## config.mk

```make
export PLATFORM = sky130hd
export DESIGN_NAME = spi_master_gen
export DESIGN_NICKNAME = d
export VERILOG_FILES = /design/src/rtl/spi_pkg.sv /design/src/rtl/spi_clk_div.sv /design/src/rtl/spi_master_gen.sv
export SDC_FILE = /design/constraint.sdc
export NUM_CORES = 1
export LEC_CHECK = 0
export ABC_AREA = 1
export CAP_MARGIN = 20
export CORE_MARGIN = 10
export CORE_UTILIZATION = 45
export DETAILED_ROUTE_END_ITERATION = 16
export GPL_TIMING_DRIVEN = 0
export PLACE_DENSITY = 0.69
export SYNTH_ARGS = -nofsm -noshare
export SYNTH_HDL_FRONTEND = slang
export SYNTH_SLANG_ARGS = --single-unit
```

## constraint.sdc

```tcl
create_clock -name clk -period 3.6 [get_ports clk]
set_clock_uncertainty 0.2 [all_clocks]
set_input_delay 0.72 -clock clk [delete_from_list [all_inputs] [get_ports clk]]
set_output_delay 0.72 -clock clk [all_outputs]
set_load 0.02 [all_outputs]
```

## src/rtl/spi_pkg.sv

```systemverilog
// ============================================================================
//  Module      : spi_pkg
//  Description : Shared types and constants for the generic SPI master.
//                state_t    - transfer sequencer states
//                spi_mode_t - per-transfer mode latched on accept
//  Revision    : 1.0 - initial release
// ============================================================================
`default_nettype none

package spi_pkg;

    // Smallest divider that still leaves a distinct count for the tick.
    localparam int MIN_CLK_DIV = 2;

    typedef enum logic [1:0] {
        IDLE  = 2'd0,
        LEAD  = 2'd1,
        XFER  = 2'd2,
        TRAIL = 2'd3
    } state_t;

    typedef struct packed {
        logic cpol;
        logic cpha;
        logic lsb_first;
    } spi_mode_t;

endpackage

`default_nettype wire

```

## src/rtl/spi_clk_div.sv

```systemverilog
// ============================================================================
//  Module      : spi_clk_div
//  Description : Half-period divider for the SPI master. Counts 0..CLK_DIV-1
//                while enabled and flags a one-cycle tick on the last count.
//  Ports       : clk    - system clock
//                rst    - asynchronous active-low reset
//                i_en   - count enable (transfer in progress)
//                i_clr  - synchronous clear (transfer accepted)
//                o_tick - high during the last count of each half-period
//  Revision    : 1.0 - initial release
// ============================================================================
`default_nettype none

module spi_clk_div
    import spi_pkg::*;
#(
    parameter int CLK_DIV = 10
) (
    input  logic clk,
    input  logic rst,
    input  logic i_en,
    input  logic i_clr,
    output logic o_tick
);

    localparam int                 c_CNT_W    = $clog2(CLK_DIV);
    localparam logic [c_CNT_W-1:0] c_CNT_LAST = c_CNT_W'(CLK_DIV - 1);

    generate
        if (CLK_DIV < MIN_CLK_DIV) begin : g_bad_clk_div
            $error("spi_clk_div: CLK_DIV must be at least 2");
        end
    endgenerate

    logic [c_CNT_W-1:0] r_cnt;

    // Combinational so the sequencer acts on the same edge the count wraps.
    assign o_tick = i_en && (r_cnt == c_CNT_LAST);

    always_ff @(posedge clk or negedge rst) begin
        if (!rst) begin
            r_cnt <= '0;
        end else if (i_clr) begin
            r_cnt <= '0;
        end else if (i_en) begin
            r_cnt <= o_tick ? '0 : r_cnt + 1'b1;
        end
    end

endmodule

`default_nettype wire

```

## src/rtl/spi_master_gen.sv

```systemverilog
// ============================================================================
//  Module      : spi_master_gen
//  Description : Parametrised full-duplex SPI master. Supports all four
//                CPOL/CPHA modes, LSB/MSB-first ordering and one-hot chip
//                selects. SCLK is a registered data output, never a clock.
//  Ports       : clk       - system clock (rising edge)
//                rst       - asynchronous active-low reset
//                start     - transfer request, accepted when start && ready
//                ready     - idle and able to accept
//                din       - transmit word (sampled on accept)
//                cs_sel    - target slave index (sampled on accept)
//                cpol      - SCLK idle level (sampled on accept)
//                cpha      - 0: sample leading edge, 1: sample trailing edge
//                lsb_first - 1: bit 0 first, 0: bit DATA_W-1 first
//                sclk      - SPI clock
//                cs_n      - active-low chip selects, at most one low
//                mosi      - serial data out
//                miso      - serial data in
//                dout      - last received word, held until next done
//                done      - one-cycle pulse at end of transfer
//  Revision    : 1.0 - initial release
// ============================================================================
`default_nettype none

module spi_master_gen
    import spi_pkg::*;
#(
    parameter  int DATA_W  = 12,
    parameter  int CLK_DIV = 10,
    parameter  int NUM_CS  = 4,
    localparam int CS_W    = (NUM_CS > 1) ? $clog2(NUM_CS) : 1
) (
    input  logic              clk,
    input  logic              rst,
    input  logic              start,
    output logic              ready,
    input  logic [DATA_W-1:0] din,
    input  logic [CS_W-1:0]   cs_sel,
    input  logic              cpol,
    input  logic              cpha,
    input  logic              lsb_first,
    output logic              sclk,
    output logic [NUM_CS-1:0] cs_n,
    output logic              mosi,
    input  logic              miso,
    output logic [DATA_W-1:0] dout,
    output logic              done
);

    localparam int                  c_EDGE_W    = $clog2(2 * DATA_W + 1);
    localparam logic [c_EDGE_W-1:0] c_EDGE_LAST = c_EDGE_W'(2 * DATA_W);

    generate
        if (DATA_W < 2) begin : g_bad_data_w
            $error("spi_master_gen: DATA_W must be at least 2");
        end
    endgenerate

    // ------------------------------------------------------------------------
    // Registers
    // ------------------------------------------------------------------------
    state_t              r_state;
    spi_mode_t           r_mode;
    logic                r_ready;
    logic                r_sclk;
    logic [NUM_CS-1:0]   r_cs_n;
    logic                r_mosi;
    logic [DATA_W-1:0]   r_dout;
    logic                r_done;
    logic [DATA_W-1:0]   r_tx;
    logic [DATA_W-1:0]   r_rx;
    logic [c_EDGE_W-1:0] r_edge;

    // ------------------------------------------------------------------------
    // Combinational helpers
    // ------------------------------------------------------------------------
    logic                w_accept;
    logic                w_tick;
    logic [c_EDGE_W-1:0] w_edge_next;
    logic                w_sample;
    logic                w_shift;
    logic [DATA_W-1:0]   w_rx_next;
    logic [NUM_CS-1:0]   w_cs_dec;

    function automatic logic first_bit(input logic [DATA_W-1:0] v, input logic lsb);
        return lsb ? v[0] : v[DATA_W-1];
    endfunction

    function automatic logic [DATA_W-1:0] shift_out(input logic [DATA_W-1:0] v, input logic lsb);
        return lsb ? {1'b0, v[DATA_W-1:1]} : {v[DATA_W-2:0], 1'b0};
    endfunction

    assign w_accept    = (r_state == IDLE) && r_ready && start;
    assign w_edge_next = r_edge + 1'b1;

    // Odd edge numbers are leading edges. In mode CPHA=0 the final trailing
    // edge must not shift, otherwise the last bit would be cut short.
    assign w_sample = r_mode.cpha ? !w_edge_next[0] : w_edge_next[0];
    assign w_shift  = r_mode.cpha ? w_edge_next[0]
                                  : (!w_edge_next[0] && (w_edge_next != c_EDGE_LAST));

    // Receive register fills in the same order the word is transmitted.
    assign w_rx_next = r_mode.lsb_first ? {miso, r_rx[DATA_W-1:1]}
                                        : {r_rx[DATA_W-2:0], miso};

    // Out-of-range selects decode to no active line.
    always_comb begin
        w_cs_dec = '1;
        for (int i = 0; i < NUM_CS; i++) begin
            if (int'(cs_sel) == i) begin
                w_cs_dec[i] = 1'b0;
            end
        end
    end

    spi_clk_div #(
        .CLK_DIV (CLK_DIV)
    ) u_clk_div (
        .clk    (clk),
        .rst    (rst),
        .i_en   (r_state != IDLE),
        .i_clr  (w_accept),
        .o_tick (w_tick)
    );

    // ------------------------------------------------------------------------
    // Transfer sequencer
    // ------------------------------------------------------------------------
    always_ff @(posedge clk or negedge rst) begin
        if (!rst) begin
            r_state <= IDLE;
            r_mode  <= '0;
            r_ready <= 1'b1;
            r_sclk  <= 1'b0;
            r_cs_n  <= '1;
            r_mosi  <= 1'b0;
            r_dout  <= '0;
            r_done  <= 1'b0;
            r_tx    <= '0;
            r_rx    <= '0;
            r_edge  <= '0;
        end else begin
            r_done <= 1'b0;
            case (r_state)
                IDLE: begin
                    r_sclk <= cpol;
                    r_mosi <= 1'b0;
                    if (w_accept) begin
                        r_ready          <= 1'b0;
                        r_mode.cpol      <= cpol;
                        r_mode.cpha      <= cpha;
                        r_mode.lsb_first <= lsb_first;
                        r_cs_n           <= w_cs_dec;
                        r_rx             <= '0;
                        r_edge           <= '0;
                        r_state          <= LEAD;
                        if (!cpha) begin
                            // CPHA=0 presents the first bit before the first edge.
                            r_mosi <= first_bit(din, lsb_first);
                            r_tx   <= shift_out(din, lsb_first);
                        end else begin
                            r_tx   <= din;
                        end
                    end else begin
                        // Also covers the done cycle: ready returns one cycle later.
                        r_ready <= 1'b1;
                    end
                end

                LEAD: begin
                    if (w_tick) begin
                        r_edge  <= '0;
                        r_state <= XFER;
                    end
                end

                XFER: begin
                    if (w_tick) begin
                        r_edge <= w_edge_next;
                        if (w_edge_next == c_EDGE_LAST) begin
                            r_sclk  <= r_mode.cpol;
                            r_state <= TRAIL;
                        end else begin
                            r_sclk  <= ~r_sclk;
                        end
                        if (w_sample) begin
                            r_rx <= w_rx_next;
                        end
                        if (w_shift) begin
                            r_mosi <= first_bit(r_tx, r_mode.lsb_first);
                            r_tx   <= shift_out(r_tx, r_mode.lsb_first);
                        end
                    end
                end

                TRAIL: begin
                    if (w_tick) begin
                        r_cs_n  <= '1;
                        r_mosi  <= 1'b0;
                        r_dout  <= r_rx;
                        r_done  <= 1'b1;
                        r_state <= IDLE;
                    end
                end

                default: begin
                    r_state <= IDLE;
                end
            endcase
        end
    end

    assign ready = r_ready;
    assign sclk  = r_sclk;
    assign cs_n  = r_cs_n;
    assign mosi  = r_mosi;
    assign dout  = r_dout;
    assign done  = r_done;

endmodule

`default_nettype wire
```

==> flow_summary.json, run 1 <==
{
  "drt_wl_total_mm": 7.23,
  "synth_nets": 427,
  "cts-root-buf": "clkbuf_8",
  "status": "complete, no violations",
  "synth_top_area_share_pct": 41.4,
  "start_util_pct": 46.6,
  "top_usage_layer": "met2",
  "critical_path_peak_fanout": 2,
  "setup_viol": 0,
  "cts_buffers": 9,
  "cts_tree": "yes",
  "ctsLongestPathBuffers": 2,
  "start_kind": "register",
  "synth_cell_types": 33,
  "synth-seq-area-share_pct": 45.5,
  "syn_to_final_growth_pct": 22.1,
  "antenna_cells": 0,
  "die_y_microns": 104,
  "max_cap_viol_count": 0,
  "crit_type": "reg -> out",
  "swShare_pct": 43.3,
  "placed_area_sq_mm": 0.00374,
  "clkPwrFrac_pct": 18.3,
  "port_buffers": 40,
  "power_density_mw_per_mm2": 735,
  "wire_per_inst_microns": 13.1,
  "post_cts_buffers": 0,
  "post-route-period-util_pct": 66.3,
  "worstMarginPinSlew_ns": 0.498,
  "p_seq_share_pct": 34.0,
  "relSlewSlack_pct": 66.8,
  "crit_buf_inv": 1,
  "clkSinkCount": 58,
  "viasPerCell": 5.10,
  "cpPeakStageDelay_ns": 0.60,
  "hold_viol": 0,
  "first_pass_iters": 4,
  "grt_max_degree": 41,
  "slowest_stage": "clkdlybuf4s50_1",
  "hold_path.class": "in -> async",
  "drive_above_1_share_pct": 12.5,
  "hold_buffers": 0,
  "grt_pass1_wl_mm": 12.7,
  "num_rows": 30,
  "grtUsageMet3_pct": 4.15,
  "max_freq_ghz": 0.419,
  "coreArea_sq_mm": 0.00687,
  "grt_overflow": 0,
  "p_int_mw": 1.63,
  "clk_latency_ns": 0.34,
  "hpwlAfterDp_mm": 5.38,
  "met1_usage_pct": 16.6,
  "cts-htree-levels": 3,
  "place.gp.congestion": 0.877,
  "ant_nets": 0,
  "avgSynthCellArea_sq_um": 8.04,
  "cts.clk_slew.worst_paths_ns": 0.07,
  "end_kind": "output pin",
  "path_cells": "clkdlybuf4s50_1",
  "die_w_microns": 104,
  "num-nets-final": 479,
  "p_comb_share_pct": 47.7,
  "via_count": 2810,
  "grtUsageTotal_pct": 13.7,
  "peakVddDrop_mv": 0.325,
  "cp_data_arrival_time_ns": 1.47,
  "p_total_mw": 2.87,
  "first_global_vias": 2816,
  "min_period_ns": 2.39,
  "syn_area_sq_mm": 0.00320,
  "p_leak_nw": 1.79,
  "synth_seq_cells": 58,
  "syn-instance-count": 398,
  "power_switching_mw": 1.24,
  "crit_family": "buffers and inverters",
  "nFillCells": 652,
  "synth_area_leaders": "dfrtp_1 (41%), nand2_1 (12%), o21ai_0 (8.0%)",
  "dieArea_sq_mm": 0.0109,
  "drcViolationCount": 0,
  "grt_antenna_before_repair": 0,
  "drtIter0Drc": 122,
  "synth_top_area_cell": "dfrtp_1",
  "postLayoutCellArea_sq_mm": 0.00391,
  "cts_resized": 0,
  "required_ns": 2.68,
  "rsz0062_at_grt": "no",
  "io_pins": 41,
  "grt_util_met2_pct": 21.5,
  "drv_slew": 0,
  "synth_warnings": 0
}
power groups by stage:
stage	Sequential, mW	Combinational [mW]	Clock, mW
2_1_floorplan	1.02	0.956	0
3_3_place_gp	0.983	1.34	0
3_5_place_dp	0.985	1.38	0
4_1_cts	0.976	1.38	0.542
5_1_grt	1.00	1.55	0.569
6_report	0.976	1.37	0.526
synthesized netlist by cell type, drive strengths merged:
| cell | n |
|---|---|
| nand3 | 23 |
| xor2 | 1 |
| ha | 8 |
| inv | 50 |
| clkinv | 1 |
| o22ai | 14 |
| nor2 | 12 |
| a21oi | 23 |
| nand4 | 5 |
| clkbuf | 8 |
| mux2 | 1 |
| dfrtp | 53 |
| nor3 | 5 |
| o221ai | 3 |
| xnor2 | 1 |
| buf | 9 |
| dfstp | 5 |
| a22oi | 8 |
| o21ai | 62 |
| or2 | 2 |
| nand2 | 104 |
through the flow:
stage	setup slack, ns	hold WS (ns)	setup TNS (ns)	util [%]	instances
CTS	1.19	0.141	0	56.9	551
floorplan	1.69	0.224	0	-	398
finish	1.21	0.136	0	56.9	551
global route	1.11	0.155	0	56.9	551
detailed placement	1.01	0.261	0	54.4	535
global placement	-0.252	0.257	-13.24	54.2	534
worst reg2reg max path, stage by stage, from the launching register on:
cell and delay [ns]:
dfrtp_1 0.40, inv_1 0.09, ha_1 0.28, nor2_1 0.16, nand3_2 0.17, nand2_1 0.10
o21ai_1 0.14, nor3_4 0.30, buf_6 0.23, o21ai_2 0.06
placed cells by master, fill, tap and decap left out, types with 9 or more instances in the layout:
cell               n
nand2_1          101
dfrtp_1           53
o21ai_0           51
inv_1             48
clkdlybuf4s50_1   39
nand3_1           22
a21oi_1           20
o22ai_1           14
o21ai_2           10
clkbuf_8          10
nor2_1             9
clkbuf_1           9
state kept, by name, summed over array words and instances (netlist names), 2 cells and up:
register,cells
r_tx,12
r_mode,3
r_edge,5
r_state,2
u_clk_div.r_cnt,4
r_rx,12
dout,12
cs_n,4
metal layers:
layer / part of all wire, % / vias up
met5: 0 / -
met1: 48 / 1282
met4: 2.2 / 0
met3: 5.7 / 17
met2: 44 / 86
li1: - / 1425
cells by family after synthesis:
| group | count (synthesis) | synth area share [%] |
|---|---|---|
| adders and majority gates | 8 | 3.13 |
| AOI/OAI and AO/OA | 110 | 20.7 |
| muxes | 1 | 0.352 |
| and+or+nand+nor | 151 | 20.6 |
| buffers and inverters | 68 | 9.07 |
| DFF | 58 | 45.5 |
| xor gates and xnor gates | 2 | 0.547 |
cell type report:
cell class | instances | area (sq um) | share of cell area [%]
Multi-Input combinational cell | 272 | 1450 | 37.2
Buffer | 17 | 98.8 | 2.53
Inverter | 51 | 191 | 4.90
Clock buffer | 11 | 141 | 3.62
Clock inverter | 5 | 30.0 | 0.768
Tap cell | 96 | 120 | 3.07
Sequential cell | 58 | 1460 | 37.3
Timing Repair Buffer | 41 | 415 | 10.6
path summary, 6_finish.rpt:
check,startpoint,cells past startpoint,slack (ns),end
max,ready,1,1.21,ready
min in group clk,r_tx[8],2,0.28,r_tx[8]
min,rst,1,0.14,u_clk_div.r_cnt[1]
max reg2reg,r_state[0],9,1.36,r_rx[6]
min reg2reg,r_tx[8],2,0.28,r_tx[8]
max in group asynchronous,rst,2,2.43,cs_n[2]
Note: power is estimated with default switching activity, not from simulation.
==> inputs of run 2 (changes only) <==
- clock period: 3.6 -> 2.3 ns (I/O delays scaled with it)
==> flow_summary.json, run 2 (same netlist as run 1, synthesis figures left out) <==
{
  "grt_max_degree": 41,
  "power_density_mw_per_mm2": 1160,
  "drive_above_1_share_pct": 15.2,
  "p_leak_nw": 1.83,
  "hpwlAfterDp_mm": 5.38,
  "drv_slew": 0,
  "via_count": 2839,
  "drtIter0Drc": 113,
  "io_pins": 41,
  "antenna_cells": 0,
  "setup_viol": 0,
  "wire_per_inst_microns": 13.3,
  "first_pass_iters": 4,
  "grt_pass1_wl_mm": 12.7,
  "final_common_cell": "nand2_1",
  "end_kind": "register",
  "critical_path_peak_fanout": 6,
  "viasPerCell": 5.09,
  "dieArea_sq_mm": 0.0109,
  "ant_nets": 0,
  "met1_usage_pct": 16.5,
  "place.gp.congestion": 0.877,
  "drcViolationCount": 0,
  "peakVddDrop_mv": 0.471,
  "post-route-period-util_pct": 95.4,
  "hold_viol": 0,
  "p_total_mw": 4.64,
  "grt_overflow": 0,
  "pre_cts_ws_ns": -0.0262,
  "cts_buffers": 9,
  "drt_wl_total_mm": 7.40,
  "setup_ws_ns": 0.106,
  "postLayoutCellArea_sq_mm": 0.00398,
  "grtUsageMet3_pct": 4.21,
  "top_usage_layer": "met2",
  "max_freq_ghz": 0.456,
  "cts.clk_slew.worst_paths_ns": 0.07,
  "num_rows": 30,
  "grtUsageTotal_pct": 13.7,
  "port_buffers": 40,
  "die_w_microns": 104,
  "start_kind": "register",
  "clk_latency_ns": 0.34,
  "required_ns": 2.32,
  "clkSinkCount": 58,
  "first_global_vias": 2819,
  "cp_data_arrival_time_ns": 2.21,
  "num-nets-final": 486,
  "syn_to_final_growth_pct": 24.4,
  "min_period_ns": 2.19,
  "start_util_pct": 46.6,
  "ctsLongestPathBuffers": 2,
  "die_y_microns": 104,
  "grt_util_met2_pct": 21.5,
  "worstMarginPinSlew_ns": 0.493,
  "coreArea_sq_mm": 0.00687,
  "grt_antenna_before_repair": 0,
  "status": "complete, no violations",
  "final_cells": 558,
  "cts-htree-levels": 3,
  "max_cap_viol_count": 0,
  "cts_tree": "yes",
  "final_cell_mix": "nand2_1 (100), dfrtp_1 (53), o21ai_0 (51), inv_1 (47), clkdlybuf4s50_1 (39)",
  "crit_type": "reg -> reg",
  "cts-root-buf": "clkbuf_8",
  "hold_path.class": "reg -> reg",
  "relSlewSlack_pct": 67.1,
  "placed_area_sq_mm": 0.00374,
  "dp_cells": 535
}
-- run 2: cell count changes in the layout (fill, tap and decap cells not counted), sizes merged --
| cell | previous run | this run |
|---|---|---|
| dlygate4sd3 | 0 | 1 |
| buf | 11 | 17 |
| clkinv | 4 | 3 |
| clkinvlp | 2 | 3 |
-- run 2: cell type report --
class,instances,area [sq um]
Fill cell,646,2890
Timing Repair Buffer,48,468
Tap cell,96,120
Clock inverter,5,30.0
Sequential cell,58,1460
Inverter,51,195
Clock buffer,11,141
Buffer,17,101
Multi-Input combinational cell,272,1470
-- run 2: path summary, 6_finish.rpt --
check	from	end	slack [ns]	cells after the start
min reg2reg	r_tx[6]	r_tx[6]	0.27	2
max reg2reg	r_state[1]	r_rx[4]	0.11	10
min in group asynchronous	rst	u_clk_div.r_cnt[1]	0.42	2
max	r_state[1]	r_rx[4]	0.11	10
max in group asynchronous	rst	cs_n[2]	0.85	3
min	r_tx[6]	r_tx[6]	0.27	2
-- run 2: metrics by stage --
stage | hold slack [ns] | utilization [%] | TNS (ns)
after floorplan | -0.0356 | - | 0
after global placement | 0.257 | 54.2 | -71.74
after detailed placement | 0.248 | 54.4 | -0.185
after CTS | 0.277 | 57.0 | 0
after global routing | 0.294 | 57.9 | -0.00305
final | 0.274 | 57.9 | 0
-- run 2: power by group --
part | internal, mW | switching [mW] | total, mW
sequential | 1.34 | 0.194 | 1.53
combinational | 0.890 | 1.40 | 2.29
clock | 0.414 | 0.407 | 0.821
-- run 2: repair_timing --
| action | in CTS | in global routing |
|---|---|---|
| endpoints found under the setup margin | 0 | 45 |
| setup buffers | 0 | 5 |
| resized for setup | 0 | 10 |
| hold buffers | 1 | 0 |
| hold endpoints to repair | 17 | 0 |
-- run 2: critical path: stages (launching register included) --
cell     delay (ns)
dfrtp_1        0.40
inv_1          0.10
ha_2           0.23
nor2_1         0.14
nand3_2        0.19
nand2_1        0.13
o21ai_2        0.09
nor3_4         0.16
buf_4          0.18
buf_2          0.17
o21ai_0        0.08
-- run 2: per-layer routing --
layer | share of wire [%] | vias to the layer above
met4 | 2.2 | 0
met1 | 47 | 1303
met5 | 0 | -
met3 | 5.5 | 16
met2 | 45 | 78
li1 | - | 1442
